--- config.mk ---
export PLATFORM = sky130hd
export DESIGN_NAME = uart_tx
export DESIGN_NICKNAME = d
export VERILOG_FILES = /design/src/rtl/uart_tx.sv
export SDC_FILE = /design/constraint.sdc
export NUM_CORES = 1
export LEC_CHECK = 0
export BUFFER_PORTS_ARGS = -buffer_cell sky130_fd_sc_hd__buf_2
export CORE_MARGIN = 2
export CORE_UTILIZATION = 29
export CTS_CLUSTER_DIAMETER = 150
export DETAILED_ROUTE_END_ITERATION = 10
export GPL_TIMING_DRIVEN = 0
export SLEW_MARGIN = 20
export SYNTH_ARGS = -nofsm -noshare
export SYNTH_HDL_FRONTEND = slang
export SYNTH_SLANG_ARGS = --single-unit
--- constraint.sdc ---
create_clock -name clk -period 13.1 [get_ports clk]
set_input_delay 0.655 -clock clk [delete_from_list [all_inputs] [get_ports clk]]
set_output_delay 0.655 -clock clk [all_outputs]
set_load 0.005 [all_outputs]
--- src/rtl/uart_tx.sv ---
// ============================================================================
// uart_tx : UART transmit serializer (start, LSB-first data, parity, stop)
// Rev 1.0
// ============================================================================
`default_nettype none

module uart_tx #(
  parameter int DATA_WIDTH = 8
) (
  input  logic                  clk,
  input  logic                  reset,
  input  logic [DATA_WIDTH-1:0] data_i,
  input  logic                  data_valid_i,
  output logic                  data_ready_o,
  input  logic [19:0]           baud_rate,
  input  logic                  parity_en,
  input  logic                  parity_odd,
  input  logic                  stop2,
  input  logic                  CTS,
  output logic                  TX,
  output logic                  busy_o,
  output logic                  tx_done_o
);

  localparam int BW = $clog2(DATA_WIDTH + 1);

  typedef enum logic [2:0] {
    IDLE   = 3'd0,
    START  = 3'd1,
    DATA   = 3'd2,
    PARITY = 3'd3,
    STOP   = 3'd4
  } state_e;

  state_e                state_q, state_d;
  logic [19:0]           baud_cnt_q, baud_cnt_d;
  logic [19:0]           n_q, n_d;
  logic [BW-1:0]         bit_cnt_q, bit_cnt_d;
  logic [DATA_WIDTH-1:0] shift_q, shift_d;
  logic                  parity_en_q, parity_en_d;
  logic                  stop2_q, stop2_d;
  logic                  par_bit_q, par_bit_d;
  logic                  tx_q, tx_d;
  logic                  busy_q, busy_d;
  logic                  done_q, done_d;
  logic                  cell_end;
  logic                  accept;

  assign data_ready_o = (state_q == IDLE) & CTS & reset;
  assign accept       = data_valid_i & data_ready_o;
  assign cell_end     = (baud_cnt_q == n_q - 20'd1);

  always_comb begin
    state_d     = state_q;
    baud_cnt_d  = baud_cnt_q;
    n_d         = n_q;
    bit_cnt_d   = bit_cnt_q;
    shift_d     = shift_q;
    parity_en_d = parity_en_q;
    stop2_d     = stop2_q;
    par_bit_d   = par_bit_q;

    if (state_q != IDLE) begin
      baud_cnt_d = cell_end ? 20'd0 : baud_cnt_q + 20'd1;
    end

    case (state_q)
      IDLE: begin
        if (accept) begin
          state_d     = START;
          baud_cnt_d  = 20'd0;
          bit_cnt_d   = '0;
          shift_d     = data_i;
          n_d         = (baud_rate == 20'd0) ? 20'd1 : baud_rate;
          parity_en_d = parity_en;
          stop2_d     = stop2;
          par_bit_d   = (^data_i) ^ parity_odd;
        end
      end
      START: begin
        if (cell_end) begin
          state_d   = DATA;
          bit_cnt_d = '0;
        end
      end
      DATA: begin
        if (cell_end) begin
          shift_d = shift_q >> 1;
          if (bit_cnt_q == BW'(DATA_WIDTH - 1)) begin
            state_d   = parity_en_q ? PARITY : STOP;
            bit_cnt_d = '0;
          end else begin
            bit_cnt_d = bit_cnt_q + 1'b1;
          end
        end
      end
      PARITY: begin
        if (cell_end) begin
          state_d   = STOP;
          bit_cnt_d = '0;
        end
      end
      STOP: begin
        // bit_cnt indexes the stop cell; the frame ends after cell 0 or 1
        if (cell_end) begin
          if (bit_cnt_q == BW'(stop2_q)) begin
            state_d   = IDLE;
            bit_cnt_d = '0;
          end else begin
            bit_cnt_d = bit_cnt_q + 1'b1;
          end
        end
      end
      default: state_d = IDLE;
    endcase

    case (state_d)
      START:   tx_d = 1'b0;
      DATA:    tx_d = shift_d[0];
      PARITY:  tx_d = par_bit_d;
      default: tx_d = 1'b1;
    endcase
    busy_d = (state_d != IDLE);
    done_d = (state_d == STOP) && (baud_cnt_d == n_d - 20'd1) &&
             (bit_cnt_d == BW'(stop2_d));
  end

  always_ff @(posedge clk) begin
    if (!reset) begin
      state_q     <= IDLE;
      baud_cnt_q  <= 20'd0;
      n_q         <= 20'd1;
      bit_cnt_q   <= '0;
      shift_q     <= '0;
      parity_en_q <= 1'b0;
      stop2_q     <= 1'b0;
      par_bit_q   <= 1'b0;
      tx_q        <= 1'b1;
      busy_q      <= 1'b0;
      done_q      <= 1'b0;
    end else begin
      state_q     <= state_d;
      baud_cnt_q  <= baud_cnt_d;
      n_q         <= n_d;
      bit_cnt_q   <= bit_cnt_d;
      shift_q     <= shift_d;
      parity_en_q <= parity_en_d;
      stop2_q     <= stop2_d;
      par_bit_q   <= par_bit_d;
      tx_q        <= tx_d;
      busy_q      <= busy_d;
      done_q      <= done_d;
    end
  end

  assign TX        = tx_q;
  assign busy_o    = busy_q;
  assign tx_done_o = done_q;

endmodule

`default_nettype wire

==> impl_metrics.yaml, run 1 <==
clocking:
  ctsResizeCount: 0
  cts-root-buf: "clkbuf_16"
  clk_latency_ns: 0.35
  postCtsSetupBuffers: 0
  cts_buffers: 9
  clock-sinks: 61
  hold_buffers: 0
  cts_tree: "yes"
  cts.clk_slew.worst_paths_ns: 0.05
  ctsHtreeMaxLevel: 3
  cts_max_path_buffers: 2
synthesis:
  yosys.area.top_type: "dfxtp_1"
  synth_ff_type: "dfxtp_1"
  synth-seq-cells: 61
  syn_inst: 645
  ys_warn_count: 0
  netlist_area_sq_mm: 0.00501
  synthTopCellsByArea: "dfxtp_1 (24%), xnor2_1 (9.8%), nand2_1 (5.3%)"
  async_reset_ff_frac: 0
  syn_nets: 684
  synthTopCellsByCount: "nand2_1 (71), dfxtp_1 (61), nor2_1 (58)"
  synth_enable_flop_cells: 0
  synth.most_common_cell: "nand2_1"
  postSynthAreaPerCell_sq_um: 7.77
  seq_area_frac_synth: 0.244
  synth.top_cell.area_share: 0.244
  ys_types: 78
placement:
  place_inst: 908
  gp_congestion: 0.970
  dpl_cell_area_sq_mm: 0.00548
  dpl.hpwl_um: 12900
  io_buffers: 38
drt:
  postRouteAntennaNets: 0
  wire_per_inst_um: 18.4
  route.detailed.drc: 0
  wirelength_um: 16900
  vias: 5134
  first_iter_violations: 495
  first_pass_iters: 5
  avgViaCountPerCell: 5.57
timing:
  rsz0062_at_grt: "false"
  max_freq_mhz: 157
  period_share: 0.487
  worst_pin_slew_ns: 0.952
  slew_violations: 0
  slew_headroom: 0.359
  min_period_ns: 6.38
  fin_setup_tns_ns: 0
  finalClockSkew_ns: 0.0104
  finalHoldViolations: 0
  finalSetupViolations: 0
final_layout:
  area_growth_pct: 14.8
  drive_gt1_frac: 0.136
  seqCellArea_sq_mm: 0.00122
  nets: 733
  stdcell_area_sq_mm: 0.00575
  num_antenna_cells: 0
  multi_input_area_sq_mm: 0.00354
  nFillCells: 1830
  final_cells: 922
run_status:
  status: "complete, no violations"
grt:
  grt_max_degree: 11
  gr-total-overflow: 0
  antenna_found_initial: 0
  grt_pass1_vias: 4818
  grt_pass1_wl_um: 27200
  grtUsageTotal: 0.194
power:
  peakVddDrop_mv: 0.0543
  p_clk_frac: 0.409
  power.combinational.fraction: 0.241
  powerDensity_mw_per_mm2: 96.4
  power_switching_share: 0.319
  leakage_nw: 2.05
  p_switching_uw: 177
  seqPwrFrac: 0.350
  p_int_uw: 377
worst_hold_path:
  hp-start: "shift_q[3]$_SDFFE_PN0P_"
  hp-class: "flop to flop"
  whs_endpoint: "shift_q[3]$_SDFFE_PN0P_"
  worstHoldPathCells: 2
critical_path:
  criticalPathCategory: "flop to flop"
  critPathCaptureType: "flop"
  path_max_fanout: 10
  r2r_start: "state_q[2]$_SDFF_PN0_"
  slowest_delay_ns: 0.61
  cp_cell_sequence: "clkbuf_1, or3_1, nor2_2, buf_2, clkbuf_1, nor2_1, a21oi_1, ha_1, buf_2, or4b_4, or4_4, nor4_4, xnor2_1, mux2i_4, nor4b_1, nand3_1, a211o_1, or4_1, nor4b_2"
  critPathSlowestCell: "clkbuf_1"
  cp.required_ns: 13.35
  worstSetupStartpointType: "flop"
  ff2ff_setup_slack_ns: 6.72
  r2r-end: "tx_done_o$_SDFF_PN0_"
  r2r_cells: 19
  cp.arrival_ns: 6.63
run:
  maxCapViolations: 0
floorplan:
  die_y_um: 135
  die_x_um: 135
  start_util: 0.293
  coreArea_sq_mm: 0.0171
  io_pins: 39
  num_rows: 48
  dieArea_sq_mm: 0.0183
registers in the layout (all words and copies together) (netlist names):
register	flops
parity_en_q	1
stop2_q	1
busy_o	1
TX	1
n_q	20
shift_q	8
baud_cnt_q	20
bit_cnt_q	4
state_q	3
tx_done_o	1
par_bit_q	1
how the worst max path moves through the flow:
stage / depth (start not counted) / to / from
global route: 19 / tx_done_o$_SDFF_PN0_ / state_q[2]$_SDFF_PN0_
global placement: 19 / tx_done_o$_SDFF_PN0_ / reset
floorplan: 19 / tx_done_o$_SDFF_PN0_ / state_q[2]$_SDFF_PN0_
finish: 19 / tx_done_o$_SDFF_PN0_ / state_q[2]$_SDFF_PN0_
detailed placement: 19 / tx_done_o$_SDFF_PN0_ / reset
CTS: 19 / tx_done_o$_SDFF_PN0_ / state_q[2]$_SDFF_PN0_
area by class of cell:
cell class,instances,area share
multi-input cells,527,0.616
inverters,11,0.00718
clock inverters,1,0.00131
well taps,225,0.0490
flip-flops and latches,61,0.212
plain buffers,46,0.0361
repair buffers,38,0.0331
clock buffers,13,0.0453
logic make-up after synthesis:
logic type / Yosys count / synth area share
simple gates: 310 / 0.345
buf+inv: 57 / 0.0497
fa+ha+maj: 4 / 0.00999
flops: 61 / 0.244
compound gates: 112 / 0.163
xor+xnor: 82 / 0.148
mux: 19 / 0.0412
stage by stage:
step	setup WS (ns)	utilization	hold WS, ns	total power [mW]
finish	6.72	0.336	0.467	0.554
global route	6.32	0.336	0.498	0.576
CTS	6.78	0.336	0.468	0.553
detailed placement	6.66	0.320	0.461	0.328
global placement	6.64	0.320	0.454	0.327
floorplan	7.98	-	0.443	0.286
critical path: cells and delay by family (launching register included):
family	cells	cell delay, ns
DFF	1	0.29
adders and majority gates	1	0.18
muxes	1	0.12
AOI/OAI and AO/OA	2	0.54
buffers and inverters	4	1.44
and+or+nand+nor	10	3.49
xor gates and xnor gates	1	0.19
layer usage:
layer | up-vias | wire [um] | GRT usage
li1 | 2449 | - | -
met2 | 246 | 7210 | 0.294
met3 | 45 | 1440 | 0.0311
met1 | 2394 | 7480 | 0.263
met5 | - | 0 | 0
met4 | 0 | 807 | 0.110
power by group through the flow:
stage / Sequential [mW] / Combinational [mW] / Clock [mW]
2_1_floorplan: 0.197 / 0.0890 / 0
3_3_place_gp: 0.198 / 0.129 / 0
3_5_place_dp: 0.198 / 0.130 / 0
4_1_cts: 0.194 / 0.130 / 0.229
5_1_grt: 0.195 / 0.144 / 0.237
6_report: 0.194 / 0.133 / 0.226
cell usage in the layout (no fill, tap or decap), types with 11 or more instances in the layout:
cell	netlist	routed
nand2_1	71	71
dfxtp_1	61	61
nor2_1	58	58
xnor2_1	56	56
buf_2	10	48
clkbuf_1	31	33
nand4_1	26	26
xor2_1	24	24
nand3_1	22	22
nor2b_1	22	22
nor4_1	19	19
nor3_1	17	17
mux2i_1	15	15
a21boi_0	15	15
and3_1	13	13
o21ai_0	12	12
inv_1	11	11
a21oi_1	11	11
Note: power is estimated with default switching activity, not from simulation.
==> run 2, diff against run 1 <==
- clock period: 13.1 -> 5.2 ns (I/O delays scaled with it)
==> impl_metrics.yaml, run 2 (synthesis gave the netlist of run 1 again) <==
critical_path:
  critPathCaptureType: "flop"
  cp.arrival_ns: 5.22
  crit_path_start: "state_q[2]$_SDFF_PN0_"
  worstSetupStartpointType: "flop"
  r2r_start: "state_q[2]$_SDFF_PN0_"
  path_max_fanout: 10
  criticalPathCategory: "flop to flop"
  cp.required_ns: 5.45
drt:
  route.detailed.drc: 0
  first_iter_violations: 509
  wire_per_inst_um: 18.4
  drt-met1-wl_um: 7750
  highest_layer: "met4"
  wirelength_um: 17200
  vias: 5128
  dr_wl_met2_um: 7340
  postRouteAntennaNets: 0
  first_pass_iters: 5
  avgViaCountPerCell: 5.51
  routed-wl-met3_um: 1230
run:
  maxCapViolations: 0
grt:
  grt_max_degree: 11
  grt_pass1_wl_um: 27300
  antenna_found_initial: 0
  grt_pass1_vias: 4829
  gr-total-overflow: 0
  grtUsageTotal: 0.195
final_layout:
  top_regs: "baud_cnt_q (20), n_q (20), shift_q (8)"
  final_common_cell: "nand2_1"
  stdcell_area_sq_mm: 0.00589
  nets: 741
  layout_common_cells: "nand2_1 (70), dfxtp_1 (59), nor2_1 (58), xnor2_1 (55), buf_2 (46)"
  area_growth_pct: 17.7
  drive_gt1_frac: 0.166
  num_antenna_cells: 0
  seqCellArea_sq_mm: 0.00122
  multi_input_area_sq_mm: 0.00358
  nFillCells: 1822
timing:
  worst_pin_slew_ns: 0.943
  slew_violations: 0
  max_freq_mhz: 201
  slew_headroom: 0.365
  finalSetupViolations: 0
  whs_ns: 0.102
  finalClockSkew_ns: 0.00928
  min_period_ns: 4.97
  period_share: 0.956
  finalHoldViolations: 0
power:
  power.total_mw: 1.41
  power_switching_share: 0.318
  peakVddDrop_mv: 0.137
  p_switching_uw: 447
  p_clk_frac: 0.404
  powerDensity_mw_per_mm2: 239
  p_int_uw: 960
  seqPwrFrac: 0.349
  leakage_nw: 2.12
  power.combinational.fraction: 0.248
floorplan:
  die_y_um: 135
  start_util: 0.293
  io_pins: 39
  num_rows: 48
  dieArea_sq_mm: 0.0183
  coreArea_sq_mm: 0.0171
  die_x_um: 135
clocking:
  cts_tree: "yes"
  clk_latency_ns: 0.35
  cts-root-buf: "clkbuf_16"
  ctsHtreeMaxLevel: 3
  cts_buffers: 9
  hold_buffers: 0
  cts.clk_slew.worst_paths_ns: 0.05
  cts_max_path_buffers: 2
  clock-sinks: 61
placement:
  gp_congestion: 0.970
  dpl_cell_area_sq_mm: 0.00548
  io_buffers: 38
  dpl.hpwl_um: 12900
run_status:
  status: "complete, no violations"
worst_hold_path:
  hp-class: "primary input to flop"
  hp-start: "parity_en"
-- run 2: repair_timing --
item / in CTS / in global routing
gates resized for setup: 12 / 18
endpoints found under the setup margin: 1 / 1
pin swaps: 2 / 5
buffers inserted: 3 / 7
-- run 2: area by class of cell --
class,instances,share of cell area
multi-input cells,527,0.607
flip-flops and latches,61,0.208
well taps,225,0.0478
repair buffers,48,0.0450
clock buffers,13,0.0442
plain buffers,44,0.0397
inverters,11,0.00701
clock inverters,1,0.00127
-- run 2: final timing paths --
check	endpoint	slack, ns	cells after the start
worst min register to register	shift_q[3]$_SDFFE_PN0P_	0.47	2
worst max-delay path	tx_done_o$_SDFF_PN0_	0.23	18
worst min-delay path	parity_en_q$_SDFFE_PN0P_	0.10	3
worst max register to register	tx_done_o$_SDFF_PN0_	0.23	18
-- run 2: critical path, stage by stage (launching register included) --
cell and delay (ns):
dfxtp_2 0.37, or3_4 0.42, nor2_4 0.18, buf_8 0.19
buf_8 0.17, nor2_1 0.06, a21oi_2 0.14, ha_1 0.16
buf_4 0.18, or4b_4 0.52, or4_4 0.46, nor4_4 0.19
xnor2_2 0.11, mux2i_4 0.21, o22ai_1 0.12, or3_1 0.32
a211o_1 0.27, or4_1 0.56, nor4b_2 0.25
-- run 2: per-layer routing --
metal  GRT usage  vias to the layer above
li1            -                     2454
met1       0.267                     2393
met2       0.295                      228
met3      0.0277                       53
met4       0.112                        0
met5           0                        -
-- run 2: power groups by stage --
| stage | Sequential (mW) | Clock [mW] | Combinational, mW |
|---|---|---|---|
| after floorplan | 0.497 | 0 | 0.224 |
| after global routing | 0.491 | 0.597 | 0.377 |
| after global placement | 0.499 | 0 | 0.326 |
| after detailed placement | 0.499 | 0 | 0.327 |
| after CTS | 0.490 | 0.576 | 0.333 |
| final | 0.490 | 0.568 | 0.349 |
-- run 2: through the flow --
step           worst slack (ns)   util  TNS, ns  cells
2_1_floorplan            0.0768      -        0    645
3_3_place_gp              -1.13  0.320    -1.13    908
3_5_place_dp              -1.11  0.320    -1.11    908
4_1_cts                  0.0453  0.339        0    923
5_1_grt                 -0.0138  0.344  -0.0138    930
6_report                  0.230  0.344        0    930
